===== config.mk =====
export PLATFORM = sky130hd
export DESIGN_NAME = game_state_fsm_flat
export DESIGN_NICKNAME = d
export VERILOG_FILES = /design/src/rtl/divekick_pkg.sv /design/src/rtl/game_state_fsm_if.sv /design/src/rtl/game_state_fsm_rising_edge_det.sv /design/src/rtl/game_state_fsm.sv /design/src/flat_wrapper.sv
export SDC_FILE = /design/constraint.sdc
export NUM_CORES = 1
export LEC_CHECK = 0
export BUFFER_PORTS_ARGS = -buffer_cell sky130_fd_sc_hd__buf_2
export CAP_MARGIN = 20
export CORE_UTILIZATION = 46
export CTS_CLUSTER_SIZE = 16
export DETAILED_ROUTE_END_ITERATION = 12
export GPL_ROUTABILITY_DRIVEN = 0
export PLACE_DENSITY_LB_ADDON = 0.25
export SETUP_SLACK_MARGIN = 0.02
export SLEW_MARGIN = 20
export SYNTH_ARGS = -nofsm -noshare
export SYNTH_HDL_FRONTEND = slang
export SYNTH_SLANG_ARGS = --single-unit

===== constraint.sdc =====
create_clock -name Clk -period 2.1 [get_ports Clk]
set_clock_uncertainty 0.05 [all_clocks]
set_input_delay 0.21 -clock Clk [delete_from_list [all_inputs] [get_ports Clk]]
set_output_delay 0.21 -clock Clk [all_outputs]
set_load 0.02 [all_outputs]

===== src/rtl/divekick_pkg.sv =====
// Shared Divekick definitions: game state codes, winner codes and field widths.
// Imported by the match FSM, the round/pause timers and the HUD.
package divekick_pkg;

  localparam int STATE_W  = 4;
  localparam int SCORE_W  = 2;
  localparam int ROUND_W  = 3;
  localparam int WINNER_W = 2;
  localparam int SECS_W   = 4;
  localparam int PAUSE_W  = 2;

  typedef enum logic [STATE_W-1:0] {
    TITLE      = 4'b0000,
    PLAY       = 4'b0011,
    SETUP      = 4'b0101,
    KO_PAUSE   = 4'b0110,
    ROUND_END  = 4'b1000,
    INTRO      = 4'b1001,
    MATCH_OVER = 4'b1010
  } game_state_e;

  typedef enum logic [WINNER_W-1:0] {
    NONE = 2'b00,
    P1   = 2'b01,
    P2   = 2'b10,
    DRAW = 2'b11
  } winner_e;

  function automatic logic [SCORE_W-1:0] sat_inc(input logic [SCORE_W-1:0] v);
    return (v == 2'd3) ? 2'd3 : v + 2'd1;
  endfunction

  function automatic winner_e match_winner(input logic [SCORE_W-1:0] a,
                                           input logic [SCORE_W-1:0] b);
    if (a > b) begin
      return P1;
    end else if (b > a) begin
      return P2;
    end else begin
      return DRAW;
    end
  endfunction

endpackage


===== src/rtl/game_state_fsm_if.sv =====
// Match FSM bus: timer/collision/start inputs and the state, score and winner outputs.
interface game_state_fsm_if;
  import divekick_pkg::*;

  logic                StartKey;
  logic                P1Hit;
  logic                P2Hit;
  logic [SECS_W-1:0]   round_time;
  logic [PAUSE_W-1:0]  ko_time;
  logic [PAUSE_W-1:0]  end_time;
  logic [PAUSE_W-1:0]  intro_time;
  game_state_e         GameState;
  logic [SCORE_W-1:0]  P1Score;
  logic [SCORE_W-1:0]  P2Score;
  logic [ROUND_W-1:0]  RoundNum;
  winner_e             RoundWinner;
  winner_e             MatchWinner;

  modport master (
    output StartKey, P1Hit, P2Hit, round_time, ko_time, end_time, intro_time,
    input  GameState, P1Score, P2Score, RoundNum, RoundWinner, MatchWinner
  );

  modport slave (
    input  StartKey, P1Hit, P2Hit, round_time, ko_time, end_time, intro_time,
    output GameState, P1Score, P2Score, RoundNum, RoundWinner, MatchWinner
  );

endinterface


===== src/rtl/game_state_fsm_rising_edge_det.sv =====
// Single-cycle rising-edge pulse on a level input; delayed bit resets to RESET_VAL
// so a level already high when reset releases does not count as an edge.
module rising_edge_det #(
  parameter logic RESET_VAL = 1'b1
) (
  input  logic Clk,
  input  logic Reset,
  input  logic d,
  output logic rise
);

  logic d_q;

  // Delayed copy of the input
  always_ff @(posedge Clk) begin
    if (Reset) begin
      d_q <= RESET_VAL;
    end else begin
      d_q <= d;
    end
  end

  assign rise = d & ~d_q;

endmodule


===== src/rtl/game_state_fsm.sv =====
// Divekick match-level FSM: sequences title/setup/intro/play/pauses/match-over and
// keeps round number, per-player round wins and round/match winners.
module game_state_fsm
  import divekick_pkg::*;
#(
  parameter logic [SCORE_W-1:0] WIN_ROUNDS   = 2'd3,
  parameter logic [ROUND_W-1:0] MAX_ROUNDS   = 3'd7,
  parameter logic [PAUSE_W-1:0] KO_SECS      = 2'd2,
  parameter logic [PAUSE_W-1:0] END_SECS     = 2'd2,
  parameter logic [PAUSE_W-1:0] INTRO_HALVES = 2'd3
) (
  input  logic            Clk,
  input  logic            Reset,
  game_state_fsm_if.slave bus
);

  game_state_e        state_q, state_d;
  logic [SCORE_W-1:0] p1_q, p1_d, p2_q, p2_d;
  logic [ROUND_W-1:0] round_q, round_d;
  winner_e            rwin_q, rwin_d, mwin_q, mwin_d;
  logic               start_edge;

  rising_edge_det #(.RESET_VAL(1'b1)) u_start_edge (
    .Clk   (Clk),
    .Reset (Reset),
    .d     (bus.StartKey),
    .rise  (start_edge)
  );

  // Next state, scores, round counter and winners
  always_comb begin
    state_d = state_q;
    p1_d    = p1_q;
    p2_d    = p2_q;
    round_d = round_q;
    rwin_d  = rwin_q;
    mwin_d  = mwin_q;
    case (state_q)
      TITLE: begin
        if (start_edge) begin
          state_d = SETUP;
          p1_d    = 2'd0;
          p2_d    = 2'd0;
          round_d = 3'd1;
          rwin_d  = NONE;
          mwin_d  = NONE;
        end else begin
          state_d = TITLE;
        end
      end
      SETUP: state_d = INTRO;
      INTRO: begin
        if (bus.intro_time == INTRO_HALVES) begin
          state_d = PLAY;
          rwin_d  = NONE;
        end else begin
          state_d = INTRO;
        end
      end
      // A hit in the same cycle as the timeout wins over the timeout
      PLAY: begin
        if (bus.P1Hit && bus.P2Hit) begin
          state_d = KO_PAUSE;
          rwin_d  = DRAW;
        end else if (bus.P1Hit) begin
          state_d = KO_PAUSE;
          rwin_d  = P1;
          p1_d    = sat_inc(p1_q);
        end else if (bus.P2Hit) begin
          state_d = KO_PAUSE;
          rwin_d  = P2;
          p2_d    = sat_inc(p2_q);
        end else if (bus.round_time == 4'd0) begin
          state_d = ROUND_END;
          rwin_d  = DRAW;
        end else begin
          state_d = PLAY;
        end
      end
      KO_PAUSE: begin
        if (bus.ko_time != KO_SECS) begin
          state_d = KO_PAUSE;
        end else if (p1_q == WIN_ROUNDS || p2_q == WIN_ROUNDS) begin
          state_d = MATCH_OVER;
          mwin_d  = match_winner(p1_q, p2_q);
        end else begin
          state_d = ROUND_END;
        end
      end
      ROUND_END: begin
        if (bus.end_time != END_SECS) begin
          state_d = ROUND_END;
        end else if (round_q == MAX_ROUNDS) begin
          state_d = MATCH_OVER;
          mwin_d  = match_winner(p1_q, p2_q);
        end else begin
          state_d = SETUP;
          round_d = round_q + 3'd1;
        end
      end
      MATCH_OVER: begin
        if (start_edge) begin
          state_d = TITLE;
          p1_d    = 2'd0;
          p2_d    = 2'd0;
          round_d = 3'd0;
          rwin_d  = NONE;
          mwin_d  = NONE;
        end else begin
          state_d = MATCH_OVER;
        end
      end
      default: begin
        state_d = TITLE;
        p1_d    = 2'd0;
        p2_d    = 2'd0;
        round_d = 3'd0;
        rwin_d  = NONE;
        mwin_d  = NONE;
      end
    endcase
  end

  // State and counter registers
  always_ff @(posedge Clk) begin
    if (Reset) begin
      state_q <= TITLE;
      p1_q    <= 2'd0;
      p2_q    <= 2'd0;
      round_q <= 3'd0;
      rwin_q  <= NONE;
      mwin_q  <= NONE;
    end else begin
      state_q <= state_d;
      p1_q    <= p1_d;
      p2_q    <= p2_d;
      round_q <= round_d;
      rwin_q  <= rwin_d;
      mwin_q  <= mwin_d;
    end
  end

  assign bus.GameState   = state_q;
  assign bus.P1Score     = p1_q;
  assign bus.P2Score     = p2_q;
  assign bus.RoundNum    = round_q;
  assign bus.RoundWinner = rwin_q;
  assign bus.MatchWinner = mwin_q;

endmodule


===== src/flat_wrapper.sv =====
// flat-port wrapper written by rule: the top's interface ports become plain ports
module game_state_fsm_flat import divekick_pkg::*;
#(
  parameter logic [SCORE_W-1:0] WIN_ROUNDS   = 2'd3,
  parameter logic [ROUND_W-1:0] MAX_ROUNDS   = 3'd7,
  parameter logic [PAUSE_W-1:0] KO_SECS      = 2'd2,
  parameter logic [PAUSE_W-1:0] END_SECS     = 2'd2,
  parameter logic [PAUSE_W-1:0] INTRO_HALVES = 2'd3
)
  (Clk, Reset, bus_StartKey, bus_P1Hit, bus_P2Hit, bus_round_time, bus_ko_time, bus_end_time, bus_intro_time, bus_GameState, bus_P1Score, bus_P2Score, bus_RoundNum, bus_RoundWinner, bus_MatchWinner);
  game_state_fsm_if bus_i ();
  input  logic Clk;
  input  logic Reset;
  input wire logic [$bits(bus_i.StartKey)-1:0] bus_StartKey;
  input wire logic [$bits(bus_i.P1Hit)-1:0] bus_P1Hit;
  input wire logic [$bits(bus_i.P2Hit)-1:0] bus_P2Hit;
  input wire logic [$bits(bus_i.round_time)-1:0] bus_round_time;
  input wire logic [$bits(bus_i.ko_time)-1:0] bus_ko_time;
  input wire logic [$bits(bus_i.end_time)-1:0] bus_end_time;
  input wire logic [$bits(bus_i.intro_time)-1:0] bus_intro_time;
  output wire logic [$bits(bus_i.GameState)-1:0] bus_GameState;
  output wire logic [$bits(bus_i.P1Score)-1:0] bus_P1Score;
  output wire logic [$bits(bus_i.P2Score)-1:0] bus_P2Score;
  output wire logic [$bits(bus_i.RoundNum)-1:0] bus_RoundNum;
  output wire logic [$bits(bus_i.RoundWinner)-1:0] bus_RoundWinner;
  output wire logic [$bits(bus_i.MatchWinner)-1:0] bus_MatchWinner;
  assign bus_i.StartKey = bus_StartKey;
  assign bus_i.P1Hit = bus_P1Hit;
  assign bus_i.P2Hit = bus_P2Hit;
  assign bus_i.round_time = bus_round_time;
  assign bus_i.ko_time = bus_ko_time;
  assign bus_i.end_time = bus_end_time;
  assign bus_i.intro_time = bus_intro_time;
  assign bus_GameState = bus_i.GameState;
  assign bus_P1Score = bus_i.P1Score;
  assign bus_P2Score = bus_i.P2Score;
  assign bus_RoundNum = bus_i.RoundNum;
  assign bus_RoundWinner = bus_i.RoundWinner;
  assign bus_MatchWinner = bus_i.MatchWinner;
  game_state_fsm #(.WIN_ROUNDS(WIN_ROUNDS), .MAX_ROUNDS(MAX_ROUNDS), .KO_SECS(KO_SECS), .END_SECS(END_SECS), .INTRO_HALVES(INTRO_HALVES)) u_core (.Clk(Clk), .Reset(Reset), .bus(bus_i));
endmodule

Word level (Yosys, flattened, before mapping). Index checks and enable logic that the tools add are counted.

Flip-flop bits (word level): 16. Input bits: 15. Output and inout port bits: 15. Word-level logic and storage cells: 98.

$add $sub $neg: 3. Magnitude comparators: 2. Equal/unequal tests: 26. Multiplexer cells: 40. Bitwise operators: 6. Reductions and logical operators: 14.

Operators by type and width (number): 2-to-1 mux 2 bit (19); 2-to-1 mux 4 bit (9); case mux 4 bit (7 select lines) (1); inequality test 2 bit, second input constant (9); case mux 2 bit (4 select lines) (2); 2-to-1 mux 3 bit (5); equality test 4 bit, second input constant (3); inequality test 2 x 1 -> 1 bit, second input constant (6); case mux 2 bit (3 select lines) (2); case mux 3 bit (4 select lines) (1); AND reduction 5 bit (2); equality test 4 x 3 -> 1 bit, second input constant (2); logical NOT 4 bit (2); AND reduction 4 bit (2); OR reduction 4 bit (2); equality test 2 bit, second input constant (3); AND reduction 6 bit (1); OR reduction 3 bit (2); inequality test 5 x 3 -> 1 bit, second input constant (1); inverter 1 bit (5); adder 2 x 1 -> 2 bit, second input constant (2); equality test 4 x 2 -> 1 bit, second input constant (1); greater-than comparator 2 bit (2); adder 3 x 1 -> 3 bit, second input constant (1); other kinds (6) (6).

Logic depth before layout (Yosys ltp). Gate-level depths: netlist of the first run.

Word-level depth: 6. Mapped depth: 7. Depth with buffers taken out: 7.

Modules after synthesis. Synthesis of the first run repeated with hierarchy kept, for this count alone.

Cells, all modules: 140. Area, all modules: 1142.3 um^2.

By module, submodules not included: game_state_fsm (instances 1, cells each 137, area an instance 1109.8 um^2, seq. area each 300.3 um^2); rising_edge_det (instances 1, cells each 3, area an instance 32.5 um^2, seq. area each 20.0 um^2).

Least setup slack after synthesis of the first run. OpenSTA, ideal clock, no wires.

Path type: reg-to-reg. From: register u_core.round_q[0] (netlist: u_core.bus.RoundNum[0]). To: register u_core.round_q[1] (netlist: u_core.bus.RoundNum[1]). Library setup time: 70 ps. Data arrival time: 1830 ps. Data required time: 1980 ps. Path slack: 150 ps. Cell stages (with the launch flop): 8. Cells stage by stage: dfxtp_1 ha_1 ha_1 or3b_1 a21oi_1 nand4_1 or2_1 a21oi_1.

Longest elaborated chain between the ends: 4. Elaborated cells between the ends (all ways): 7.

Ends and longest elaborated chain: start: declaration (RTL line game_state_fsm.sv:19) `logic [ROUND_W-1:0] round_q, round_d;`; start signal: assignment (RTL line game_state_fsm.sv:137) `round_q <= round_d;`; adder 3 x 1 -> 3 bit (RTL line game_state_fsm.sv:98) `round_d = round_q + 3'd1;`; 2-to-1 mux 3 bit (RTL line game_state_fsm.sv:93) `end else if (round_q == MAX_ROUNDS) begin`; 2-to-1 mux 3 bit (RTL line game_state_fsm.sv:91) `if (bus.end_time != END_SECS) begin`; case mux 3 bit (4 select lines) (RTL line game_state_fsm.sv:38) `case (state_q)`.

Several ways; a longest one is shown, not always the timed one. The select of a mux whose other input is x is not followed. A chain may end at the register's enable or synchronous reset.

Worst setup path in the final report of the first run.
From: register u_core.round_q[0] (netlist: u_core.bus.RoundNum[0]). To: register u_core.round_q[2] (netlist: u_core.bus.RoundNum[2]).

The elaborated chain is that of the path after synthesis.

==> flow_metrics.py, run 1 <==
metrics = {
    "run_status": {
        "status": "finished, final reports clean",
    },
    "critical_path": {
        "crit_fanout": 5,
        "r2r_slack_ps": 100,
        "required_ps": 2300,
        "reg2reg_depth": 7,
        "end_kind": "register",
        "path_class": "register to register",
        "cp-start-kind": "register",
        "arrival_ps": 2200,
        "r2r_end": "u_core.bus.RoundNum[2]$_SDFFE_PP0P_",
        "rr_startpoint": "u_core.bus.RoundNum[0]$_SDFFE_PP0P_",
    },
    "detailed_routing": {
        "drtIter0Drc": 30,
        "viasPerCell": 5.79,
        "drc": 0,
        "vias": 1193,
        "firstDrtPassIters": 4,
        "drtAntennaViolNets": 0,
        "drt-wirelength-per-cell_um": 13.4,
        "wirelength_um": 2760,
    },
    "hold_path": {
        "hold-path-endpoint": "u_core.u_start_edge.d_q$_SDFF_PP1_",
        "whs_path_depth": 2,
        "min_from": "bus_StartKey",
        "hold_path_class": "input port to register",
    },
    "logic_synthesis": {
        "syn_area_mm2": 0.00109,
        "synth-edff-count": 0,
        "synthDistinctLibCells": 42,
        "synthTopCellsByArea": "dfxtp_1 29%, a21oi_1 6.9%, ha_1 4.6%, nor2b_1 4.6%, o21ai_0 4.6%",
        "synth_top_cell_area_share": 0.295,
        "synth_area_per_cell_um2": 7.54,
        "syn_inst": 144,
        "yosysWarnings": 0,
        "synthArstFlopShare": 0,
        "synthFlopType": "dfxtp_1",
        "yosysSeqAreaShare": 0.295,
        "yosysMostFrequentCell": "dfxtp_1",
        "synth_nets": 163,
        "synth_common_cells": "16 x dfxtp_1, 15 x a21oi_1, 12 x nand2_1, 12 x nor2_1, 10 x o21ai_0",
        "yosys.area.top_type": "dfxtp_1",
        "ys_seq_elements": 16,
    },
    "cts": {
        "htreeDepth": 1,
        "path_clk_slew_ps": 110,
        "cts_buffers": 3,
        "cts_tree": "built",
        "clock_path_buffers": 2,
        "clkLatencyLatePin_ps": 300,
        "clkSinkCount": 16,
        "root_buffer": "clkbuf_4",
        "hold_buffers": 0,
    },
    "floorplan": {
        "core-area_mm2": 0.00221,
        "start_util": 0.491,
        "die_w_um": 50.6,
        "num_rows": 17,
        "die_area_mm2": 0.00256,
        "die_h_um": 50.6,
        "boundaryPins": 30,
    },
    "global_route": {
        "grt_usage": 0.237,
        "grt_pass1_vias": 1050,
        "grt_pass1_wl_um": 4610,
        "antenna_found_initial": 0,
        "grt_start_max_net_pins": 17,
        "gr-total-overflow": 0,
    },
    "timing": {
        "drv_slew": 0,
        "hold_violations": 0,
        "rsz0062_at_grt": "no",
        "setup_violations": 0,
        "slew-limit-headroom": 0.718,
        "fin_crit_ps": 2000,
        "fin_tns_setup_ps": 0,
        "tightest_slew_ps": 419,
        "fin_crit_sh": 0.954,
        "fmax_mhz": 499,
        "hold_slack_ps": 62.3,
    },
    "job": {
        "cap_viol_max_count": 0,
    },
    "pwr": {
        "vdd.ir_drop.worst_mv": 0.311,
        "p_leak_nw": 0.567,
        "p_per_area_mw_per_mm2": 467,
    },
    "place": {
        "dpl_cell_area_mm2": 0.00128,
        "portBuffers": 29,
        "hpwl_um": 2090,
    },
    "layout": {
        "final_area_mm2": 0.00134,
        "antenna_cells": 0,
        "fin_nets": 198,
        "nFillCells": 233,
        "drive_gt1_frac": 0.275,
        "syn_to_final_growth_pct": 23.3,
    },
}
worst max-delay path by stage:
stage                                          end                                 from
6_report       u_core.bus.RoundNum[2]$_SDFFE_PP0P_  u_core.bus.RoundNum[0]$_SDFFE_PP0P_
5_1_grt        u_core.bus.RoundNum[1]$_SDFFE_PP0P_  u_core.bus.RoundNum[0]$_SDFFE_PP0P_
4_1_cts        u_core.bus.RoundNum[1]$_SDFFE_PP0P_  u_core.bus.RoundNum[0]$_SDFFE_PP0P_
3_3_place_gp   u_core.bus.RoundNum[2]$_SDFFE_PP0P_  u_core.bus.RoundNum[0]$_SDFFE_PP0P_
3_5_place_dp   u_core.bus.RoundNum[1]$_SDFFE_PP0P_  u_core.bus.RoundNum[0]$_SDFFE_PP0P_
2_1_floorplan  u_core.bus.RoundNum[1]$_SDFFE_PP0P_  u_core.bus.RoundNum[0]$_SDFFE_PP0P_
routing by layer:
layer  routed length, µm  vias to the layer above  global-route usage
met1                1290                      561               0.313
met2                1280                       29               0.380
met5                   0                        -                   0
li1                    -                      598                   -
met3                 143                        5              0.0394
met4                  49                        0              0.0972
area by class of cell:
type / instances / area [µm²] / share of cell area
Multi-Input combinational cell: 115 / 719 / 0.537
Sequential cell: 16 / 324 / 0.242
Timing Repair Buffer: 36 / 198 / 0.148
Clock buffer: 4 / 36.3 / 0.0271
Tap cell: 28 / 35.0 / 0.0262
Inverter: 7 / 26.3 / 0.0196
sequential cells by signal, summed over array words and instances (netlist names):
signal and count:
u_core.bus.GameState 4, u_core.bus.MatchWinner 2, u_core.bus.P1Score 2, u_core.bus.P2Score 2
u_core.bus.RoundNum 3, u_core.bus.RoundWinner 2, u_core.u_start_edge.d_q 1
logic make-up after synthesis:
family | count (synthesis) | synth area share
multiplexers | 2 | 0.0184
flip-flops | 16 | 0.295
buffers and inverters | 13 | 0.0541
XOR/XNOR | 2 | 0.0161
AND/OR/NAND/NOR | 61 | 0.308
adder cells (fa/ha/maj) | 4 | 0.0461
AO/OA/AOI/OAI | 46 | 0.263
through the flow:
stage	std cells	utilization	worst slack [ps]	power, mW
3_5_place_dp	201	0.578	50.2	0.406
2_1_floorplan	144	-	150	0.372
3_3_place_gp	201	0.578	86.6	0.403
5_1_grt	206	0.605	22.8	0.651
4_1_cts	205	0.594	31.0	0.618
6_report	206	0.605	96.4	0.625
placed cells by master, fill, tap and decap left out, types with 6 or more instances in the layout:
cell     instances
nor2_1          12
buf_4            7
inv_1            6
nor2b_1          8
dfxtp_1         13
a21oi_1         14
buf_2           29
nand3_1          7
nand2_1         12
o21ai_0         10
critical path, stage by stage, from the launching register on:
cell and delay (ps):
dfxtp_2 350, ha_1 200, ha_1 190, or3b_4 400, a21oi_2 120, nand4_1 220
or2_1 280, a21oi_1 130
power by group:
group,internal [mW],total (mW),switching (mW)
registers,0.309,0.315,0.00627
logic,0.0391,0.0889,0.0498
clock network,0.106,0.221,0.115
total,0.454,0.625,0.171
repair_timing:
action                                  CTS  global route
gates resized for setup                   0             6
endpoints found under the setup margin    1             5
pin swaps                                 1             3
buffers inserted                          0             1
No activity file was read; power rests on OpenSTA's default activity.
==> inputs of run 2 (changes only) <==
--- a/config.mk
+++ b/config.mk
@@ -13,6 +13,7 @@
 export GPL_ROUTABILITY_DRIVEN = 0
 export PLACE_DENSITY_LB_ADDON = 0.25
 export SETUP_SLACK_MARGIN = 0.02
+export SKIP_LAST_GASP = 1
 export SLEW_MARGIN = 20
 export SYNTH_ARGS = -nofsm -noshare
 export SYNTH_HDL_FRONTEND = slang
==> constraint.sdc (replaced) <==
create_clock -name Clk -period 2.09 [get_ports Clk]
set_clock_uncertainty 0.05 [all_clocks]
set_input_delay 0.209 -clock Clk [delete_from_list [all_inputs] [get_ports Clk]]
set_output_delay 0.209 -clock Clk [all_outputs]
set_load 0.02 [all_outputs]
==> flow_metrics.py, run 2 (synthesis gave the netlist of run 1 again) <==
metrics = {
    "run_status": {
        "status": "finished, final reports clean",
    },
    "timing": {
        "finalWorstSetupSlack_ps": 78.5,
        "fin_crit_sh": 0.962,
        "slew-limit-headroom": 0.677,
        "drv_slew": 0,
        "rsz0062_at_grt": "yes",
        "setup_violations": 0,
        "fin_crit_ps": 2010,
        "hold_violations": 0,
        "tightest_slew_ps": 481,
        "hold_slack_ps": 75.4,
        "fmax_mhz": 497,
    },
    "pwr": {
        "p_per_area_mw_per_mm2": 455,
        "p_leak_nw": 0.574,
        "vdd.ir_drop.worst_mv": 0.396,
    },
    "layout": {
        "largest_reg_flops": 4,
        "mostFrequentLayoutCell": "buf_2",
        "syn_to_final_growth_pct": 25.5,
        "antenna_cells": 0,
        "multi_input_area_um2": 728,
        "seq_area_um2": 324,
        "nFillCells": 208,
        "final_cell_mix": "29 x buf_2, 13 x a21oi_1, 13 x dfxtp_1",
        "fin_nets": 200,
        "drive_gt1_frac": 0.289,
        "final_area_mm2": 0.00136,
    },
    "floorplan": {
        "num_rows": 17,
        "core-area_mm2": 0.00221,
        "boundaryPins": 30,
        "start_util": 0.491,
        "die_area_mm2": 0.00256,
        "die_w_um": 50.6,
        "die_h_um": 50.6,
    },
    "global_route": {
        "antenna_found_initial": 0,
        "grt_pass1_vias": 1049,
        "grt_start_max_net_pins": 14,
        "grt_usage": 0.247,
        "gr-total-overflow": 0,
        "grt_pass1_wl_um": 4790,
    },
    "cts": {
        "path_clk_slew_ps": 100,
        "cts_buffers": 3,
        "cts_tree": "built",
        "htreeDepth": 1,
        "clkSinkCount": 16,
        "hold_buffers": 0,
        "root_buffer": "clkbuf_4",
        "clock_path_buffers": 2,
        "clkLatencyLatePin_ps": 290,
    },
    "critical_path": {
        "arrival_ps": 2190,
        "path_class": "register to register",
        "crit_fanout": 5,
        "required_ps": 2270,
        "cp-start-kind": "register",
        "end_kind": "register",
    },
    "detailed_routing": {
        "drtAntennaViolNets": 0,
        "highest_layer": "met4",
        "wl_met3_um": 153,
        "route.met2.wl_um": 1290,
        "viasPerCell": 5.80,
        "drtIter0Drc": 44,
        "drc": 0,
        "vias": 1206,
        "drt-wirelength-per-cell_um": 13.4,
        "firstDrtPassIters": 4,
        "wirelength_um": 2790,
        "wl_met1_um": 1270,
    },
    "job": {
        "cap_viol_max_count": 0,
    },
    "place": {
        "place_ws_ps": 81.3,
        "hpwl_um": 2130,
        "portBuffers": 29,
        "dpl_cell_area_mm2": 0.00129,
    },
    "hold_path": {
        "hold_path_class": "input port to register",
    },
}
==> run 2: timing repair <==
action | 4_1_cts | 5_1_grt
gates resized for setup | 0 | 8
buffers inserted | 0 | 2
hold endpoints to repair | 0 | 0
endpoints found under the setup margin | 0 | 5
==> run 2: report_power, final <==
group | switching (mW) | total (mW) | internal, mW
combinational | 0.0502 | 0.0913 | 0.0411
clock | 0.106 | 0.212 | 0.106
sequential | 0.00663 | 0.317 | 0.310
==> run 2: metrics by stage <==
step / setup TNS [ps] / util / power [mW] / instances
after floorplan: 0 / - / 0.374 / 144
after global placement: 0 / 0.581 / 0.405 / 202
after detailed placement: 0 / 0.581 / 0.407 / 202
after CTS: 0 / 0.598 / 0.619 / 206
after global routing: -80.2 / 0.616 / 0.647 / 208
final: 0 / 0.616 / 0.620 / 208
==> run 2: final timing paths <==
check        depth (start not counted)  slack (ps)                                endpoint                                    from
min                                  2          80      u_core.u_start_edge.d_q$_SDFF_PP1_                            bus_StartKey
max reg2reg                          7          80     u_core.bus.RoundNum[2]$_SDFFE_PP0P_     u_core.bus.RoundNum[0]$_SDFFE_PP0P_
max                                  7          80     u_core.bus.RoundNum[2]$_SDFFE_PP0P_     u_core.bus.RoundNum[0]$_SDFFE_PP0P_
min reg2reg                          2         430  u_core.bus.MatchWinner[0]$_SDFFE_PP0P_  u_core.bus.MatchWinner[0]$_SDFFE_PP0P_
==> run 2: critical path, cell delays in order (launching register included) <==
cell     delay, ps
dfxtp_2        340
ha_1           190
ha_2           170
or3b_4         410
a21oi_2        160
nand4_1        210
or2_1          290
a21oi_1        120
==> run 2: cell type report <==
class | count | area share
inverter | 7 | 0.0193
sequential | 16 | 0.238
multi-input combinational | 115 | 0.534
tap | 28 | 0.0257
clock buffer | 4 | 0.0266
timing repair buffer | 38 | 0.156
==> run 2: per-layer routing <==
layer | global-route usage | vias up
met2 | 0.387 | 36
met5 | 0 | -
met3 | 0.0424 | 9
met4 | 0.111 | 0
li1 | - | 606
met1 | 0.330 | 555
==> inputs of run 3 (changes only) <==
==> constraint.sdc (replaced) <==
create_clock -name Clk -period 2 [get_ports Clk]
set_clock_uncertainty 0.05 [all_clocks]
set_input_delay 0.2 -clock Clk [delete_from_list [all_inputs] [get_ports Clk]]
set_output_delay 0.2 -clock Clk [all_outputs]
set_load 0.02 [all_outputs]
==> flow_metrics.py, run 3 (synthesis gave the netlist of run 1 again) <==
metrics = {
    "run_status": {
        "status": "finished, violations left",
        "violations": "negative setup slack",
    },
    "cts": {
        "cts_tree": "built",
        "clkLatencyLatePin_ps": 300,
        "clock_path_buffers": 2,
        "root_buffer": "clkbuf_4",
        "hold_buffers": 0,
        "cts_buffers": 3,
        "htreeDepth": 1,
        "clkSinkCount": 16,
        "path_clk_slew_ps": 100,
    },
    "critical_path": {
        "rr_startpoint": "u_core.bus.RoundNum[1]$_SDFFE_PP0P_",
        "cp-start-kind": "register",
        "path_buf_inv": 0,
        "path_class": "register to register",
        "required_ps": 2190,
        "crit_fanout": 5,
        "critPathMaxStageDelay_ps": 410,
        "cpMaxStageDelayCell": "or3b_4",
        "r2r_end": "u_core.bus.RoundNum[1]$_SDFFE_PP0P_",
        "end_kind": "register",
        "r2r_slack_ps": -10,
        "crit_family": "simple AND/OR/NAND/NOR gates",
        "setup.worst_path.start": "u_core.bus.RoundNum[1]$_SDFFE_PP0P_",
        "reg2reg_depth": 7,
        "arrival_ps": 2200,
        "cp-endpoint": "u_core.bus.RoundNum[1]$_SDFFE_PP0P_",
        "crit_cells": 7,
        "crit_chain": "ha_4 -> ha_4 -> or3b_4 -> a21oi_2 -> nand4_1 -> or2_1 -> a21oi_2",
    },
    "floorplan": {
        "core-area_mm2": 0.00221,
        "die_h_um": 50.6,
        "num_rows": 17,
        "die_w_um": 50.6,
        "die_area_mm2": 0.00256,
        "start_util": 0.491,
        "boundaryPins": 30,
    },
    "place": {
        "place_ws_ps": -41.1,
        "place_inst": 203,
        "portBuffers": 29,
        "hpwl_um": 2170,
    },
    "detailed_routing": {
        "viasPerCell": 5.84,
        "drtAntennaViolNets": 0,
        "firstDrtPassIters": 4,
        "drtIter0Drc": 31,
        "wirelength_um": 2910,
        "drc": 0,
        "vias": 1214,
        "drt-wirelength-per-cell_um": 14.0,
    },
    "global_route": {
        "grt_usage": 0.247,
        "grt_pass1_wl_um": 4730,
        "grt_pass1_vias": 1094,
        "antenna_found_initial": 0,
        "grt_start_max_net_pins": 17,
        "gr-total-overflow": 0,
    },
    "layout": {
        "final_cells": 208,
        "syn_to_final_growth_pct": 28.7,
        "mostFrequentLayoutCell": "buf_2",
        "final_cell_mix": "29 x buf_2, 12 x nor2_1, 12 x nand2_1, 12 x a21oi_1, 11 x dfxtp_1",
        "drive_gt1_frac": 0.317,
        "largest_reg_flops": 4,
        "antenna_cells": 0,
        "fin_nets": 200,
    },
    "timing": {
        "drv_slew": 0,
        "fin_crit_ps": 2010,
        "fmax_mhz": 498,
        "slew-limit-headroom": 0.702,
        "fin_crit_sh": 1.01,
        "finalWorstSetupSlack_ps": -10.0,
        "rsz0062_at_grt": "yes",
        "tightest_slew_ps": 443,
        "setup_violations": 1,
        "hold_violations": 0,
        "fin_tns_setup_ps": -10.0,
    },
    "pwr": {
        "power.total_mw": 0.656,
        "sw_frac_of_total": 0.274,
        "power_switching_mw": 0.180,
        "p_int_mw": 0.476,
        "combPwrFrac": 0.143,
        "pwr-share-clk": 0.350,
        "power_frac_seq": 0.507,
        "vdd.ir_drop.worst_mv": 0.439,
        "p_per_area_mw_per_mm2": 469,
        "p_leak_nw": 0.573,
    },
    "hold_path": {
        "hold_path_class": "input port to register",
        "min_from": "bus_StartKey",
    },
    "job": {
        "cap_viol_max_count": 0,
    },
}
-- run 3: layout make-up --
class                           instances  area [µm²]
Multi-Input combinational cell        115         761
Clock buffer                            4        36.3
Tap cell                               28        35.0
Inverter                                7        26.3
Fill cell                             189         815
Sequential cell                        16         327
Timing Repair Buffer                   38         213
-- run 3: how the worst min path moves through the flow --
stage	endpoint	slack (ps)	cells after the start
5_1_grt	u_core.u_start_edge.d_q$_SDFF_PP1_	70	2
3_5_place_dp	u_core.u_start_edge.d_q$_SDFF_PP1_	370	2
6_report	u_core.u_start_edge.d_q$_SDFF_PP1_	60	2
4_1_cts	u_core.u_start_edge.d_q$_SDFF_PP1_	50	2
2_1_floorplan	u_core.u_start_edge.d_q$_SDFF_PP1_	260	1
3_3_place_gp	u_core.u_start_edge.d_q$_SDFF_PP1_	370	2
-- run 3: timing repair --
item / 4_1_cts / 5_1_grt
gates resized for setup: 3 / 12
hold endpoints to repair: 0 / 0
pin swaps: 4 / 5
endpoints found under the setup margin: 2 / 9
setup buffers: 0 / 1
-- run 3: metal layers --
metal / track usage / part of all wire / vias to the layer above / routed length, µm
li1: - / - / 606 / -
met1: 0.301 / 0.45 / 554 / 1300
met2: 0.402 / 0.46 / 47 / 1340
met3: 0.0455 / 0.067 / 7 / 196
met4: 0.139 / 0.023 / 0 / 66
met5: 0 / 0 / - / 0
-- run 3: power by group through the flow --
stage	Clock, mW	Combinational [mW]	Sequential (mW)
finish	0.229	0.0937	0.333
global route	0.240	0.103	0.334
CTS	0.233	0.0879	0.331
detailed placement	0	0.0863	0.338
global placement	0	0.0839	0.338
floorplan	0	0.0496	0.341
-- run 3: stage by stage --
| step | utilization | hold slack [ps] | instance area, µm² |
|---|---|---|---|
| after global placement | 0.585 | 370 | 1290 |
| final | 0.632 | 59.1 | 1400 |
| after global routing | 0.632 | 72.5 | 1400 |
| after detailed placement | 0.585 | 371 | 1290 |
| after CTS | 0.605 | 54.2 | 1340 |
| after floorplan | - | 257 | 1090 |
